## config.mk

```make
export PLATFORM = sky130hd
export DESIGN_NAME = life_step_engine
export DESIGN_NICKNAME = d
export VERILOG_FILES = /design/src/rtl/life_step_engine.sv
export SDC_FILE = /design/constraint.sdc
export NUM_CORES = 1
export LEC_CHECK = 0
export ABC_AREA = 1
export BUFFER_PORTS_ARGS = -buffer_cell sky130_fd_sc_hd__clkbuf_2
export CORE_ASPECT_RATIO = 1.25
export CORE_UTILIZATION = 47
export DETAILED_ROUTE_END_ITERATION = 8
export SLEW_MARGIN = 40
export SYNTH_ARGS = -nofsm -noshare
export SYNTH_HDL_FRONTEND = slang
export SYNTH_SLANG_ARGS = --single-unit
export TNS_END_PERCENT = 10
```

## constraint.sdc

```tcl
create_clock -name clk -period 5 [get_ports clk]
set_clock_uncertainty 0.1 [all_clocks]
set_input_delay 0.75 -clock clk [delete_from_list [all_inputs] [get_ports clk]]
set_output_delay 0.75 -clock clk [all_outputs]
set_load 0.02 [all_outputs]
```

## src/rtl/life_step_engine.sv

```systemverilog
// One cellular-automaton generation over a W x H 1-bit grid using a sliding 3x3 window.
// Define LIFE_WRAP_EN for a toroidal grid; otherwise the border reads as dead.
//   state   | meaning
//   S_IDLE  | waiting for start; outputs hold
//   S_FETCH | 4-cycle column fetch into the R window column
//   S_WRITE | emit one next-generation cell
//   S_DONE  | 1-cycle end-of-generation pulse
module life_step_engine #(
  parameter int W  = 160,
  parameter int H  = 120,
  parameter int AW = 20
) (
  input  logic          clk,
  input  logic          reset,
  input  logic          start,
  input  logic [8:0]    rule_birth,
  input  logic [8:0]    rule_survive,
  output logic [AW-1:0] rd_addr,
  input  logic          rd_data,
  output logic [AW-1:0] wr_addr,
  output logic          wr_data,
  output logic          wr_en,
  output logic          busy,
  output logic          done,
  output logic          bank,
  output logic [14:0]   population
);

  typedef enum logic [1:0] {S_IDLE, S_FETCH, S_WRITE, S_DONE} state_t;

  localparam logic [AW-1:0] ONE       = AW'(1);
  localparam logic [AW-1:0] TWO       = AW'(2);
  localparam logic [AW-1:0] W_A       = AW'(W);
  localparam logic [AW-1:0] WP1       = AW'(W + 1);
  localparam logic [AW-1:0] HM1       = AW'(H - 1);
  localparam logic [AW-1:0] LAST_BASE = AW'((H - 1) * W);

  state_t        state, state_nx;
  logic [1:0]    k;
  logic [AW-1:0] c;          // fetched column + 1 (0 = column -1)
  logic [AW-1:0] y;
  logic [AW-1:0] row_base;
  logic [2:0]    win_l, win_c, win_r;
  logic [8:0]    birth_q, survive_q;
  logic          rd_en, rd_valid_q;
  logic [AW-1:0] rd_addr_q, wr_addr_q;
  logic [AW-1:0] col, rbase;
  logic [3:0]    n;
  logic          rule_bit;
  logic          last_cell;

  assign busy      = (state == S_FETCH) || (state == S_WRITE);
  assign done      = (state == S_DONE);
  assign wr_en     = (state == S_WRITE);
  assign wr_data   = wr_en & rule_bit;
  assign wr_addr   = wr_en ? (row_base + c - TWO) : wr_addr_q;
  assign last_cell = (c == WP1) && (y == HM1);

  always_comb begin
    n = {3'b0, win_l[0]} + {3'b0, win_l[1]} + {3'b0, win_l[2]}
      + {3'b0, win_c[0]} + {3'b0, win_c[2]}
      + {3'b0, win_r[0]} + {3'b0, win_r[1]} + {3'b0, win_r[2]};
    rule_bit = win_c[1] ? survive_q[n] : birth_q[n];
  end

  // Off-grid reads are suppressed in the dead-border build; the address then holds.
  always_comb begin
    rd_en   = 1'b0;
    rd_addr = rd_addr_q;
    col     = '0;
    rbase   = row_base;
    if (state == S_FETCH && k != 2'd3) begin
      if (c == '0)       col = W_A - ONE;
      else if (c == WP1) col = '0;
      else               col = c - ONE;
      case (k)
        2'd0:    rbase = (y == '0) ? LAST_BASE : row_base - W_A;
        2'd2:    rbase = (y == HM1) ? '0 : row_base + W_A;
        default: rbase = row_base;
      endcase
`ifdef LIFE_WRAP_EN
      rd_en = 1'b1;
`else
      rd_en = (c != '0) && (c != WP1)
              && !(k == 2'd0 && y == '0) && !(k == 2'd2 && y == HM1);
`endif
      if (rd_en) rd_addr = rbase + col;
    end
  end

  always_comb begin
    state_nx = state;
    case (state)
      S_IDLE:  if (start) state_nx = S_FETCH;
      S_FETCH: if (k == 2'd3) state_nx = (c >= TWO) ? S_WRITE : S_FETCH;
      S_WRITE: state_nx = last_cell ? S_DONE : S_FETCH;
      S_DONE:  state_nx = S_IDLE;
      default: state_nx = S_IDLE;
    endcase
  end

  always_ff @(posedge clk) begin
    if (reset) begin
      state      <= S_IDLE;
      k          <= '0;
      c          <= '0;
      y          <= '0;
      row_base   <= '0;
      win_l      <= '0;
      win_c      <= '0;
      win_r      <= '0;
      birth_q    <= '0;
      survive_q  <= '0;
      rd_valid_q <= 1'b0;
      rd_addr_q  <= '0;
      wr_addr_q  <= '0;
      population <= '0;
      bank       <= 1'b0;
    end else begin
      state      <= state_nx;
      rd_valid_q <= rd_en;
      rd_addr_q  <= rd_addr;
      wr_addr_q  <= wr_addr;
      case (state)
        S_IDLE: begin
          if (start) begin
            birth_q    <= rule_birth;
            survive_q  <= rule_survive;
            population <= '0;
            y          <= '0;
            row_base   <= '0;
            c          <= '0;
            k          <= '0;
          end
        end
        S_FETCH: begin
          if (k == 2'd0) begin
            win_l <= win_c;
            win_c <= win_r;
          end else begin
            win_r[k - 2'd1] <= rd_valid_q & rd_data;
          end
          k <= k + 2'd1;
          if (k == 2'd3 && c < TWO) c <= c + ONE;
        end
        S_WRITE: begin
          if (wr_data && population != 15'h7fff) population <= population + 15'd1;
          if (last_cell) bank <= ~bank;
          if (c == WP1) begin
            c        <= '0;
            y        <= y + ONE;
            row_base <= row_base + W_A;
          end else begin
            c <= c + ONE;
          end
        end
        default: ;
      endcase
    end
  end

endmodule

```

# Yosys cells after proc, flatten, opt, wreduce, memory -nomap -nowiden
# Index checks and enable logic that the tools add are counted.
[classes]
n_addsub = 18
mul = 0
div = 0
magnitude_cmp = 5
n_eq_ne = 15
n_shift = 0
muxes = 36
bitwise = 5
n_reduce_logical = 31
[ops]
columns = ["op", "n"]
rows = [
  ["$mux 20", 14],
  ["$pmux 20 s2", 3],
  ["$pmux 20 s3", 1],
  ["$add 20x1->20 const B", 2],
  ["$add 20x20->20", 2],
  ["$logic_not 20->1", 2],
  ["$mux 15", 2],
  ["$pmux 15 s2", 1],
  ["$add 20x8->20 const B", 1],
  ["$eq 20x7->1 const B", 1],
  ["$eq 20x8->1 const B", 1],
  ["$ge 20x2->1 const B", 1],
  ["$lt 20x2->1 const B", 1],
  ["$ne 20x8->1 const B", 1],
  ["$reduce_bool 20->1", 1],
  ["$sub 20x1->20 const B", 1],
  ["$sub 20x2->20 const B", 1],
  ["$sub 20x8->20 const B", 1],
  ["$add 4x1->4", 4],
  ["$add 15x1->15 const B", 1],
  ["$ne 15x15->1 const B", 1],
  ["$reduce_and 2->1", 6],
  ["$logic_and 1x1->1", 10],
  ["$mux 2", 5],
  ["other kinds (27)", 46],
]
[word_totals]
reg_bits = 148
latch_bits = 0
ram_bits = 0
rom_bits = 0
inputBits = 22
out_inout_bits = 60
wordCells = 125
memories = 0

# Depth between registers and ports, before layout
[depth]
word_depth = 14
ltp_mapped = 23
depth_no_buf = 23

# Worst setup path after synthesis
# No wires, ideal clock.
[synth_timing]
path_kind = "reg2out"
from = "register k[0]"
to = "output rd_addr[12]"
t_arrival_ns = 3.318
required_time_ns = 4.150
path_slack_ns = 0.832
stages_incl_launch_ff = 17
n_path_buf = 1
cell_sequence = "dfxtp_1 -> inv_1 -> ha_1 -> nor2_1 -> clkinv_1 -> clkbuf_1 -> o21ai_0 -> inv_1 -> ha_1 -> nand2_1 -> nor2_1 -> inv_1 -> o21ai_0 -> nand2_1 -> nand2_1 -> xnor2_1 -> o21ai_0"
[synth_between]
elab_chain_cells = 7
word_cells_on_any_way = 15
classes_between = "1 x add/sub; 2 x eq/ne; 4 x mux; 8 x reduce/logical"
[synth_lines]
columns = ["element", "line", "source"]
rows = [
  ["start: declaration", "39", "logic [1:0] k;"],
  ["start signal: assignment", "143", "k <= k + 2'd1;"],
  ["parallel branches: the longest is 6 deep, another holds $add 20x20->20", "--", ""],
  ["$mux 20 *", "72", "if (state == S_FETCH && k != 2'd3) begin"],
  ["end: declaration", "18", "output logic [AW-1:0] rd_addr,"],
]
# Mark *: on every way between the ends. The select of a mux whose other input is x is not followed.

# Final worst setup path
[layout_timing]
from = "register win_l[0]"
to = "output wr_data"
[layout_between]
elab_chain_cells = 11
word_cells_on_any_way = 13
classes_between = "7 x add/sub; 5 x mux; 1 x bitwise"
[layout_lines]
columns = ["element", "line", "source"]
rows = [
  ["start: declaration", "43", "logic [2:0] win_l, win_c, win_r;"],
  ["start signal: assignment", "138", "win_l <= win_c;"],
  ["$add 1x1->2 *", "60", "n = {3'b0, win_l[0]} + {3'b0, win_l[1]} + {3'b0, win_l[2]}"],
  ["$add 2x1->3 *", "60", ""],
  ["$add 3x1->4 *", "61", "+ {3'b0, win_c[0]} + {3'b0, win_c[2]}"],
  ["$add 4x1->4 *", "61", ""],
  ["$add 4x1->4 * (3 in a row)", "62", "+ {3'b0, win_r[0]} + {3'b0, win_r[1]} + {3'b0, win_r[2]};"],
  ["$bmux 1 s4", "63", "rule_bit = win_c[1] ? survive_q[n] : birth_q[n];"],
  ["$mux 1 (not written as such)", "63", ""],
  ["$mux 1 *", "63", ""],
  ["$and 1x1->1 *", "55", "assign wr_data = wr_en & rule_bit;"],
  ["end: declaration", "21", "output logic wr_data,"],
]
# Mark *: on every way between the ends. The rest lies on a longest branch, timed or not. The select of a mux whose other input is x is not followed.

==> reports/results.ini <==
[timing]
timing.hold.ws_ps = 371
fmax_mhz = 210
maxSlewViolCount = 0
period_share = 0.951
hold_viol_final = 0
setup_viol = 0
finalSetupTns_ps = 0
maxSlewHeadroom = 0.459
period_minus_slack_ps = 4760
tightestPinTransition_ps = 806

[finish]
layout_commonest_cell = nand2_1
layout-drive-gt1-share = 0.129
diodes = 0
fill_cells = 2349
areaGrowthSynthToFinish_pct = 13.4
layout.nets = 1821
mostFrequentLayoutCells = nand2_1, inv_1, nor2_1

[yosys]
synthArstFlopShare = 0
synth_edf_count = 0
synth_fa_ha_area_frac = 0.106
synth_cell_types = 58
synth_xor_area_frac = 0.0584
seq_area_frac_synth = 0.265
yosysWarnings = 0
postSynthAreaPerCell_um2 = 6.60
synthTopCellsByArea = dfxtp_1, nand2_1, ha_1
synthMuxAreaShare = 0
synth_top_family_by_area = simple AND/OR/NAND/NOR gates
yosys.area.top_type = dfxtp_1
ys.flop_type = dfxtp_1
syn_area_um2 = 10800
synth_seq_cells = 143
synth.top_cell.area_share = 0.265
synth-simple-area-share = 0.312
netlist_instances = 1638
synth_compound_area_frac = 0.161

[drt]
detail-route-antenna-nets = 0
drc = 0
drt_iter0_drc = 642
vias = 10700
drt-total-wl_um = 31400
vias_per_cell = 5.35
wl_per_cell_um = 15.6
drt_first_pass_iters = 5

[floorplanning]
die_x_um = 138
fp.dieH_um = 172
fp-row-count = 61
fp.dieArea_um2 = 23600
start_util = 0.483
core_um2 = 22400
ioPinCount = 82

[cts]
clock-sinks = 143
insertion_delay_ps = 440
htreeDepth = 4
ctsHoldBuffers = 0
path_clk_slew_ps = 60
cts_max_path_buffers = 2
cts_tree = yes
root_buffer = clkbuf_16
cts_buffers = 17

[global_route]
grt_pass1_wl_um = 50400
overflow = 0
grt_usage = 0.275
grt_pass1_vias = 9885
grt_max_degree = 76
antenna_found_initial = 0

[critical_path]
startpoint_type = flop
crit-reg2reg-launch = win_l[0]$_SDFFE_PP0P_
cp_common_cell = fa_1
cp_max_fo = 6
crit_chain = fa_1 -> inv_1 -> fa_1 -> fa_1 -> inv_1 -> ha_1 -> fa_1 -> inv_2 -> nand2_1 -> nor2_1 -> o211ai_1 -> a21oi_1 -> nand3_2 -> inv_1 -> clkbuf_2
worstPathArrival_ps = 3910
reg2reg_depth = 18
worstSetupPathType = reg -> out
worstReg2RegEnd = population[1]$_SDFFE_PP0P_
r2r_setup_slack_ps = 750
crit_path_end_kind = output port
slowest_delay_ps = 530
crit_slowest_cell = fa_1
required_ps = 4150

[power]
p_leak_nw = 5.89
pwr-share-seq = 0.273
clockPowerShare = 0.305
swShare = 0.405
power_frac_comb = 0.422
cellPowerDensity_nw_per_um2 = 375
p_sw_mw = 1.86
p_int_mw = 2.73
ir_worst_vdd_mv = 0.273

[min_path]
hp-class = reg -> reg
holdPathStages = 2
hold_end = wr_addr_q[11]$_SDFF_PP0_
hold_path.startpoint = wr_addr_q[11]$_SDFF_PP0_

[placement]
port_buffers = 81
place_congestion = 0.951
hpwl_um = 23900

[status]
status = completed

[flow_run]
max_cap_violations = 0

-- registers in the layout, indices dropped and copies added (netlist names), 3 cells and up --
register and cells:
win_l 3, win_c 3, survive_q 9, wr_addr_q 20, y 20, c 20, population 15, rd_addr_q 20
row_base 15, birth_q 9, win_r 3
-- synth_stat cells (10+ instances only) --
cell / number
nand2_1: 311
inv_1: 212
nor2_1: 201
dfxtp_1: 143
a21oi_1: 133
o21ai_0: 115
nand3_1: 102
ha_1: 82
xor2_1: 56
nor3_1: 37
nand4_1: 32
clkbuf_1: 27
or2_2: 18
xnor2_1: 16
a211oi_1: 11
buf_2: 11
nor4_1: 10
-- power groups by stage --
stage | combinational (mW) | clock [mW] | sequential [mW]
after floorplan | 1.40 | 0 | 1.27
after global placement | 1.85 | 0 | 1.28
after detailed placement | 1.85 | 0 | 1.28
after CTS | 1.86 | 1.43 | 1.25
after global routing | 2.19 | 1.47 | 1.26
final | 1.94 | 1.40 | 1.25
-- how the worst max path moves through the flow --
| stage | start | slack [ps] | depth (start not counted) | to |
|---|---|---|---|---|
| global route | c[1]$_SDFFE_PP0P_ | -9 | 21 | rd_addr[18] |
| global placement | c[2]$_SDFFE_PP0P_ | 460 | 23 | rd_addr[17] |
| detailed placement | c[2]$_SDFFE_PP0P_ | 380 | 23 | rd_addr[17] |
| CTS | win_l[0]$_SDFFE_PP0P_ | 1 | 15 | wr_data |
| finish | win_l[0]$_SDFFE_PP0P_ | 240 | 15 | wr_data |
| floorplan | k[0]$_SDFFE_PP0P_ | 830 | 16 | rd_addr[12] |
-- worst max-delay path: cells and delay by family, from the launching register on --
family / cells / cell delay (ps)
compound gates: 2 / 260
fa+ha+maj: 5 / 2160
buf+inv: 5 / 430
flops: 1 / 330
simple gates: 3 / 270
-- metal layers --
layer	routed length [um]	vias to the layer above	part of all wire	track usage
li1	-	5508	-	-
met1	14400	4901	0.46	0.354
met2	14800	290	0.47	0.463
met3	1460	45	0.046	0.0395
met4	694	0	0.022	0.0956
met5	0	-	0	0
-- area by class of cell --
class / instances / area, um2 / share of cell area
clock inverter: 11 / 178 / 0.0145
multi-input combinational: 1229 / 7030 / 0.574
sequential: 143 / 2870 / 0.234
clock buffer: 21 / 460 / 0.0376
timing repair buffer: 95 / 514 / 0.0420
inverter: 225 / 845 / 0.0689
tap: 283 / 354 / 0.0289
-- cell families after synthesis --
family                   after synthesis
buffers and inverters                271
XOR/XNOR                              72
flip-flops                           143
AND/OR/NAND/NOR                      752
other                                  2
AO/OA/AOI/OAI                        310
adder cells (fa/ha/maj)               88
-- repair_timing --
item,in CTS,in global routing
setup endpoints to repair,4,13
pin swaps,0,5
resized for setup,2,42
endpoints found under the hold margin,0,0
buffers inserted,0,1
-- through the flow --
stage | cells | total power, mW | worst slack [ps] | cell area [um2] | utilization
after global placement | 1974 | 3.13 | 456 | 11500 | 0.513
final | 2007 | 4.59 | 243 | 12300 | 0.548
after global routing | 2007 | 4.92 | -9.13 | 12300 | 0.548
after detailed placement | 1974 | 3.13 | 384 | 11500 | 0.513
after CTS | 2006 | 4.54 | 1.02 | 12100 | 0.542
after floorplan | 1643 | 2.66 | 832 | 10800 | -
No activity file was read; power rests on OpenSTA's default activity.
